--- config.mk ---
export PLATFORM = sky130hd
export DESIGN_NAME = alu_mc
export DESIGN_NICKNAME = d
export VERILOG_FILES = /design/src/rtl/alu_pkg.sv /design/src/rtl/alu_base.sv /design/src/rtl/alu_mc.sv
export SDC_FILE = /design/constraint.sdc
export NUM_CORES = 1
export LEC_CHECK = 0
export CORE_MARGIN = 10
export CORE_UTILIZATION = 55
export DETAILED_ROUTE_END_ITERATION = 7
export PLACE_DENSITY = 0.74
export REMOVE_ABC_BUFFERS = 1
export SLEW_MARGIN = 20
export SYNTH_ARGS = -nofsm -noshare
export SYNTH_HDL_FRONTEND = slang
export SYNTH_SLANG_ARGS = --single-unit
--- constraint.sdc ---
create_clock -name clk -period 8.43 [get_ports clk]
set_clock_uncertainty 0.15 [all_clocks]
set_input_delay 1.686 -clock clk [delete_from_list [all_inputs] [get_ports clk]]
set_output_delay 1.686 -clock clk [all_outputs]
set_load 0.005 [all_outputs]
--- src/rtl/alu_pkg.sv ---
// Shared opcode and state definitions for the multi-cycle ALU.
package alu_pkg;

  // Base opcodes keep the single-cycle ALU encoding; M opcodes set bit 4.
  typedef enum logic [4:0] {
    ALU_ADD    = 5'b00000,
    ALU_SLL    = 5'b00001,
    ALU_SLT    = 5'b00010,
    ALU_SLTU   = 5'b00011,
    ALU_XOR    = 5'b00100,
    ALU_SRL    = 5'b00101,
    ALU_OR     = 5'b00110,
    ALU_AND    = 5'b00111,
    ALU_SUB    = 5'b01000,
    ALU_SRA    = 5'b01101,
    ALU_MUL    = 5'b10000,
    ALU_MULH   = 5'b10001,
    ALU_MULHSU = 5'b10010,
    ALU_MULHU  = 5'b10011,
    ALU_DIV    = 5'b10100,
    ALU_DIVU   = 5'b10101,
    ALU_REM    = 5'b10110,
    ALU_REMU   = 5'b10111
  } alu_op_e;

  typedef enum logic [1:0] {
    IDLE = 2'd0,
    MUL  = 2'd1,
    DIV  = 2'd2,
    DONE = 2'd3
  } state_e;

  // M ops occupy 10xxx; 11xxx is unused and treated as a single-cycle zero.
  function automatic logic is_m_op(input logic [4:0] op);
    return (op[4:3] == 2'b10);
  endfunction

endpackage

--- src/rtl/alu_base.sv ---
// Combinational evaluator for the single-cycle (base) ALU operations.
// Any opcode that is not a base op yields zero.
module alu_base
  import alu_pkg::*;
#(
  parameter int WIDTH = 32,
  parameter int SHW   = $clog2(WIDTH)
) (
  input  logic [WIDTH-1:0] a,
  input  logic [WIDTH-1:0] b,
  input  logic [4:0]       op,
  output logic [WIDTH-1:0] res
);

  logic [SHW-1:0] shamt;

  assign shamt = b[SHW-1:0];

  // Decode the opcode and compute the result; unknown codes give zero.
  always_comb begin
    res = '0;
    case (op)
      ALU_ADD:  res = a + b;
      ALU_SUB:  res = a - b;
      ALU_AND:  res = a & b;
      ALU_OR:   res = a | b;
      ALU_XOR:  res = a ^ b;
      ALU_SLT:  res = {{(WIDTH-1){1'b0}}, ($signed(a) < $signed(b))};
      ALU_SLTU: res = {{(WIDTH-1){1'b0}}, (a < b)};
      ALU_SLL:  res = a << shamt;
      ALU_SRL:  res = a >> shamt;
      ALU_SRA:  res = $unsigned($signed(a) >>> shamt);
      default:  res = '0;
    endcase
  end

endmodule

--- src/rtl/alu_mc.sv ---
// Multi-cycle ALU: base ops in one registered cycle, RV32M multiply/divide
// iteratively over WIDTH cycles using one shared 2*WIDTH accumulator.
//
// Handshake: an op is accepted on a cycle where in_valid & in_ready; a result
// is consumed on a cycle where out_valid & out_ready. out_valid holds, with
// ALURes stable, until consumed; only flush or rst may withdraw it.
module alu_mc
  import alu_pkg::*;
#(
  parameter int WIDTH = 32,
  parameter int SHW   = $clog2(WIDTH)
) (
  input  logic             clk,
  input  logic             rst,
  input  logic             flush,
  input  logic             in_valid,
  output logic             in_ready,
  input  logic [WIDTH-1:0] A,
  input  logic [WIDTH-1:0] B,
  input  logic [4:0]       ALUOp,
  output logic             out_valid,
  input  logic             out_ready,
  output logic [WIDTH-1:0] ALURes
);

  localparam logic [SHW-1:0] CNT_LAST = SHW'(WIDTH - 1);

  state_e             state, state_nxt;
  logic [SHW-1:0]     cnt;
  logic [4:0]         op_r;
  logic [2*WIDTH-1:0] acc;
  logic [WIDTH-1:0]   opb;
  logic               neg_q;
  logic               neg_r;

  logic               accept;
  logic               last;
  logic [WIDTH-1:0]   base_res;

  logic               sign_a, sign_b;
  logic [WIDTH-1:0]   mag_a, mag_b;
  logic               neg_q_in;

  logic [WIDTH:0]     mul_sum;
  logic [2*WIDTH-1:0] mul_nxt;
  logic [WIDTH:0]     div_trial;
  logic [WIDTH+1:0]   div_diff;
  logic               div_ge;
  logic [2*WIDTH-1:0] div_nxt;
  logic [2*WIDTH-1:0] prod;
  logic [WIDTH-1:0]   quo, rem;
  logic [WIDTH-1:0]   fin;

  alu_base #(.WIDTH(WIDTH), .SHW(SHW)) u_base (
    .a   (A),
    .b   (B),
    .op  (ALUOp),
    .res (base_res)
  );

  assign in_ready  = ((state == IDLE) | ((state == DONE) & out_ready)) & ~flush & ~rst;
  assign accept    = in_valid & in_ready;
  assign out_valid = (state == DONE);
  assign last      = (cnt == CNT_LAST);

  // Reduce incoming operands to magnitudes and decide the final sign fix.
  // A zero divisor never negates the all-ones quotient.
  always_comb begin
    sign_a   = A[WIDTH-1] & (ALUOp inside {ALU_MULH, ALU_MULHSU, ALU_DIV, ALU_REM});
    sign_b   = B[WIDTH-1] & (ALUOp inside {ALU_MULH, ALU_DIV, ALU_REM});
    mag_a    = sign_a ? -A : A;
    mag_b    = sign_b ? -B : B;
    neg_q_in = (sign_a ^ sign_b) & (~ALUOp[2] | (B != '0));
  end

  // One shift-add multiply step and one restoring-divide step, plus the
  // sign-fixed result that is registered on the final iteration.
  always_comb begin
    mul_sum   = {1'b0, acc[2*WIDTH-1:WIDTH]} + (acc[0] ? {1'b0, opb} : '0);
    mul_nxt   = {mul_sum, acc[WIDTH-1:1]};
    div_trial = acc[2*WIDTH-1:WIDTH-1];
    div_diff  = {1'b0, div_trial} - {2'b00, opb};
    div_ge    = ~div_diff[WIDTH+1];
    div_nxt   = {(div_ge ? div_diff[WIDTH-1:0] : div_trial[WIDTH-1:0]),
                 acc[WIDTH-2:0], div_ge};
    prod      = neg_q ? -mul_nxt : mul_nxt;
    quo       = div_nxt[WIDTH-1:0];
    rem       = div_nxt[2*WIDTH-1:WIDTH];
    fin       = '0;
    case (op_r)
      ALU_MUL:                          fin = prod[WIDTH-1:0];
      ALU_MULH, ALU_MULHSU, ALU_MULHU:  fin = prod[2*WIDTH-1:WIDTH];
      ALU_DIV, ALU_DIVU:                fin = neg_q ? -quo : quo;
      ALU_REM, ALU_REMU:                fin = neg_r ? -rem : rem;
      default:                          fin = '0;
    endcase
  end

  // Next-state logic; flush forces IDLE from any state.
  always_comb begin
    state_nxt = state;
    if (accept) begin
      if (is_m_op(ALUOp)) state_nxt = ALUOp[2] ? DIV : MUL;
      else                state_nxt = DONE;
    end else begin
      case (state)
        MUL:     if (last) state_nxt = DONE;
        DIV:     if (last) state_nxt = DONE;
        DONE:    if (out_ready) state_nxt = IDLE;
        default: state_nxt = state;
      endcase
    end
    if (flush) state_nxt = IDLE;
  end

  // State register.
  always_ff @(posedge clk) begin
    if (rst) state <= IDLE;
    else     state <= state_nxt;
  end

  // Operand capture, iteration and result register; ALURes only moves on
  // entry to DONE (or on reset).
  always_ff @(posedge clk) begin
    if (rst) begin
      cnt    <= '0;
      op_r   <= '0;
      acc    <= '0;
      opb    <= '0;
      neg_q  <= 1'b0;
      neg_r  <= 1'b0;
      ALURes <= '0;
    end else if (!flush) begin
      if (accept) begin
        op_r <= ALUOp;
        cnt  <= '0;
        if (is_m_op(ALUOp)) begin
          acc   <= {{WIDTH{1'b0}}, mag_a};
          opb   <= mag_b;
          neg_q <= neg_q_in;
          neg_r <= sign_a;
        end else begin
          ALURes <= base_res;
        end
      end else if (state == MUL) begin
        acc <= mul_nxt;
        cnt <= cnt + SHW'(1);
        if (last) ALURes <= fin;
      end else if (state == DIV) begin
        acc <= div_nxt;
        cnt <= cnt + SHW'(1);
        if (last) ALURes <= fin;
      end
    end
  end

endmodule

==> results by group <==
Logic synthesis
  • Post-synthesis mux area share: just over 7%
  • Area leader, netlist: dfxtp_1
  • Post-Synth XOR/XNOR Area: 8.29%
  • Area contributors post-synth: dfxtp_1 (12%), ha_1 (9.1%), nor2_1 (7.3%)
  • Post-Synth Simple-Gate Area: a little under a quarter
  • Post-synthesis register bit count: 142
  • Synthesized netlist cell count: 3526
  • Ys Warns: 0
  • Synthesized area per cell: 6.77 um2
  • Largest family of logic cells by synthesized area: compound AO/OA/AOI/OAI gates
  • Mapped Area: 23900 um2
  • Compound-Gate Fraction of Synth Area: 33.1%
  • Post-Synth Adder-Cell Area: 9.40%
  • Part of the Yosys area used for sequential elements: about an eighth
  • Most used DFF post-synth: dfxtp_1
  • Yosys top cell area share: about an eighth
  • Number of synthesized flops with an enable pin: 0
  • Distinct cells, synth: 107
  • Ys async rst share: 0%

STA
  • RSZ-0062 raised after global routing: false
  • Fmax: 150 MHz
  • Worst Tran Pin Value: roughly 1.2 ns
  • Slew headroom: 15.8%
  • TNS Setup: 0 ns
  • Pins over their slew limit: 0
  • Tmin final: 6.65 ns
  • Setup-failing EPs final: 0
  • Tcrit/Tclk final: 78.9%
  • Hold Fails Final Rpt: 0

Pwr
  • Switching part of the total: a little under three fifths
  • Flop pwr share: approximately 11%
  • Int Pwr: 2990 uW
  • Psw: a little under 4000 uW
  • VDD IR-drop max: 0.000700 V
  • PwrDens: 271 nW/um2
  • Logic pwr share: about 77%
  • Clock share of power: 11.7%
  • Lkg Pwr: approximately 0.01 uW

Worst setup path
  • Setup CP Type: input port to flip-flop
  • Slowest stage delay, CP: approximately 0.8 ns
  • Startpoint types: input port
  • CP cell instances: clkdlybuf4s50_1 > inv_1 > ha_1 > and2_1 > a221o_1 > a21o_1 > a311oi_1 > o41ai_1 > a311o_1 > a21o_1 > a21oi_1 > o22ai_1 > o41ai_1 > o21ai_0 > a221o_1
  • Critical path's top delay family: compound AO/OA/AOI/OAI gates
  • Critical Path RT: around 8.6 ns
  • Setup crit end kind: flip-flop
  • Slowest CP cell: a311oi_1
  • Crit-path max FO: 9
  • Arr. time, crit path: between 6 and 7 ns
  • WP buf/inv: 2

Place
  • # placed instances: 3991
  • Final Wtd Congestion: roughly 1.1
  • I/O Buffers: 107
  • Post-DP HPWL: 81600 um

GRT
  • Global Route Usage Sum: between 30 and 40%
  • Number of global-route vias before repair: 26480
  • Pin count of the biggest net entering global routing: 95
  • First-pass GRT wire length: 160000 um
  • Initial antenna violation count: 1
  • GRT Residual Overflow: 0

Finish
  • Most frequent cells in the layout: nor2_1 (465), a21oi_1 (323), nand2_1 (315)
  • Antenna cells: 0
  • Area grow syn2layout: 7.38%
  • Layout cell share with drive strength beyond 1: 5.85%
  • Post-Layout Cell Count: 4023
  • Most common cell after layout, fill and taps aside: nor2_1
  • Final net count: 3676

Clocking
  • CTS tree: done
  • Post-CTS setup buffer count: 0
  • # clock sinks: 142
  • CTS root buf: clkbuf_16
  • CTS max path bufs: 2
  • Clock Latency Late Sink: 0.46 ns
  • Clock H-tree levels: 4
  • Hold-fix buffers at CTS: 0
  • Num CTS Buffers: 17
  • CTS clock-pin slew for the worst setup and hold paths: 0.07 ns
  • Post-cts sizing count: 0

Die
  • Initial Util: 55.5%
  • Row cnt: between 70 and 80
  • Core footprint: 43000 um2
  • Die width: 228 um
  • Die Height: 228 um
  • Die area: 52100 um2
  • Total I/O pin count: 108

Detailed routing
  • DRC: 0
  • Vias per cell: 7.03
  • DRT iter0 DRCs: 4361
  • Via count: 28279
  • Routed WL per cell: ~26 um
  • 1st-pass router iterations: 8
  • Remaining antenna violation count: 0
  • Final WL: 106000 um

Min path
  • Tightest Hold Check Type: flip-flop to flip-flop

Outcome
  • Outcome: finished, final reports clean

Flow run
  • Max-cap violations: 0
layer usage:
metal | global-route usage (%) | vias up | wire length (um)
met5 | 0 | - | 0
met4 | 24.3 | 0 | 7430
met3 | 6.19 | 430 | 11000
met2 | 61.9 | 1992 | 47100
met1 | 47.5 | 13194 | 40700
li1 | - | 12663 | -
area by class of cell:
cell class,instances,area [um2]
tap,585,732
inverter,148,556
sequential,142,2840
multi-input combinational,2954,19400
clock inverter,14,183
timing repair buffer,162,1450
fill,4127,17300
clock buffer,18,429
logic make-up after synthesis:
logic type,count (synthesis)
buffers and inverters,430
AND/OR/NAND/NOR,1195
AO/OA/AOI/OAI,1213
multiplexers,143
XOR/XNOR,226
adder cells (fa/ha/maj),177
flip-flops,142
cells in the mapped netlist, drive strengths merged, types with 10 or more instances:
master  number
xor2        76
mux4        20
o21bai      19
nand2b      34
nand2      319
or3         34
a31oi       37
clkbuf     225
a221o       15
a21oi      323
a221oi      28
ha         173
a311oi      10
nand4       31
nor2b       22
nand3       61
o21ai      279
and2        26
a211o       12
a211oi     128
mux2        21
nor2       467
and3        18
a21o        62
nor4        31
a222oi      16
o211ai      35
o221ai      27
o21a        23
xnor2      150
inv        145
dfxtp      142
o31ai       48
or4         17
mux2i      102
or2         14
a22oi       22
o41ai       15
o22ai       35
buf         57
nor3        89
worst paths after layout:
kind,endpoint,slack (ns),cells after the start,startpoint
max,ALURes[30],1.78,15,A[9]
max reg2reg,ALURes[26],1.90,20,acc[31]
min reg2reg,cnt[4],0.32,2,cnt[4]
min,cnt[4],0.32,2,cnt[4]
per-stage QoR:
stage | hold WS [ns] | setup slack (ns) | instance area [um2] | total power, uW | util [%]
after floorplan | 0.276 | 0.733 | 22800 | 4330 | -
after global placement | 0.292 | 1.69 | 25000 | 5850 | 58.2
after detailed placement | 0.307 | 1.57 | 25000 | 5890 | 58.2
after CTS | 0.315 | 1.96 | 25600 | 6730 | 59.6
after global routing | 0.330 | 1.65 | 25600 | 7330 | 59.6
final | 0.318 | 1.78 | 25600 | 6960 | 59.6
flip-flops by register name (all words and copies together), names as in the netlist:
register / cells
ALURes: 32
acc: 64
cnt: 5
neg_q: 1
neg_r: 1
op_r: 5
opb: 32
state: 2
tightest hold or removal path, delay by kind of cell (launching register included):
| kind | cells | cell delay (ns) |
|---|---|---|
| AO/OA/AOI/OAI | 1 | 0.05 |
| AND/OR/NAND/NOR | 1 | 0.06 |
| flip-flops | 1 | 0.31 |
power by group through the flow:
stage | clock, uW | sequential [uW] | combinational (uW)
after floorplan | 0 | 769 | 3560
after global placement | 0 | 791 | 5060
after detailed placement | 0 | 792 | 5100
after CTS | 815 | 778 | 5140
after global routing | 840 | 786 | 5700
final | 814 | 781 | 5360
Note: power is estimated with default switching activity, not from simulation.
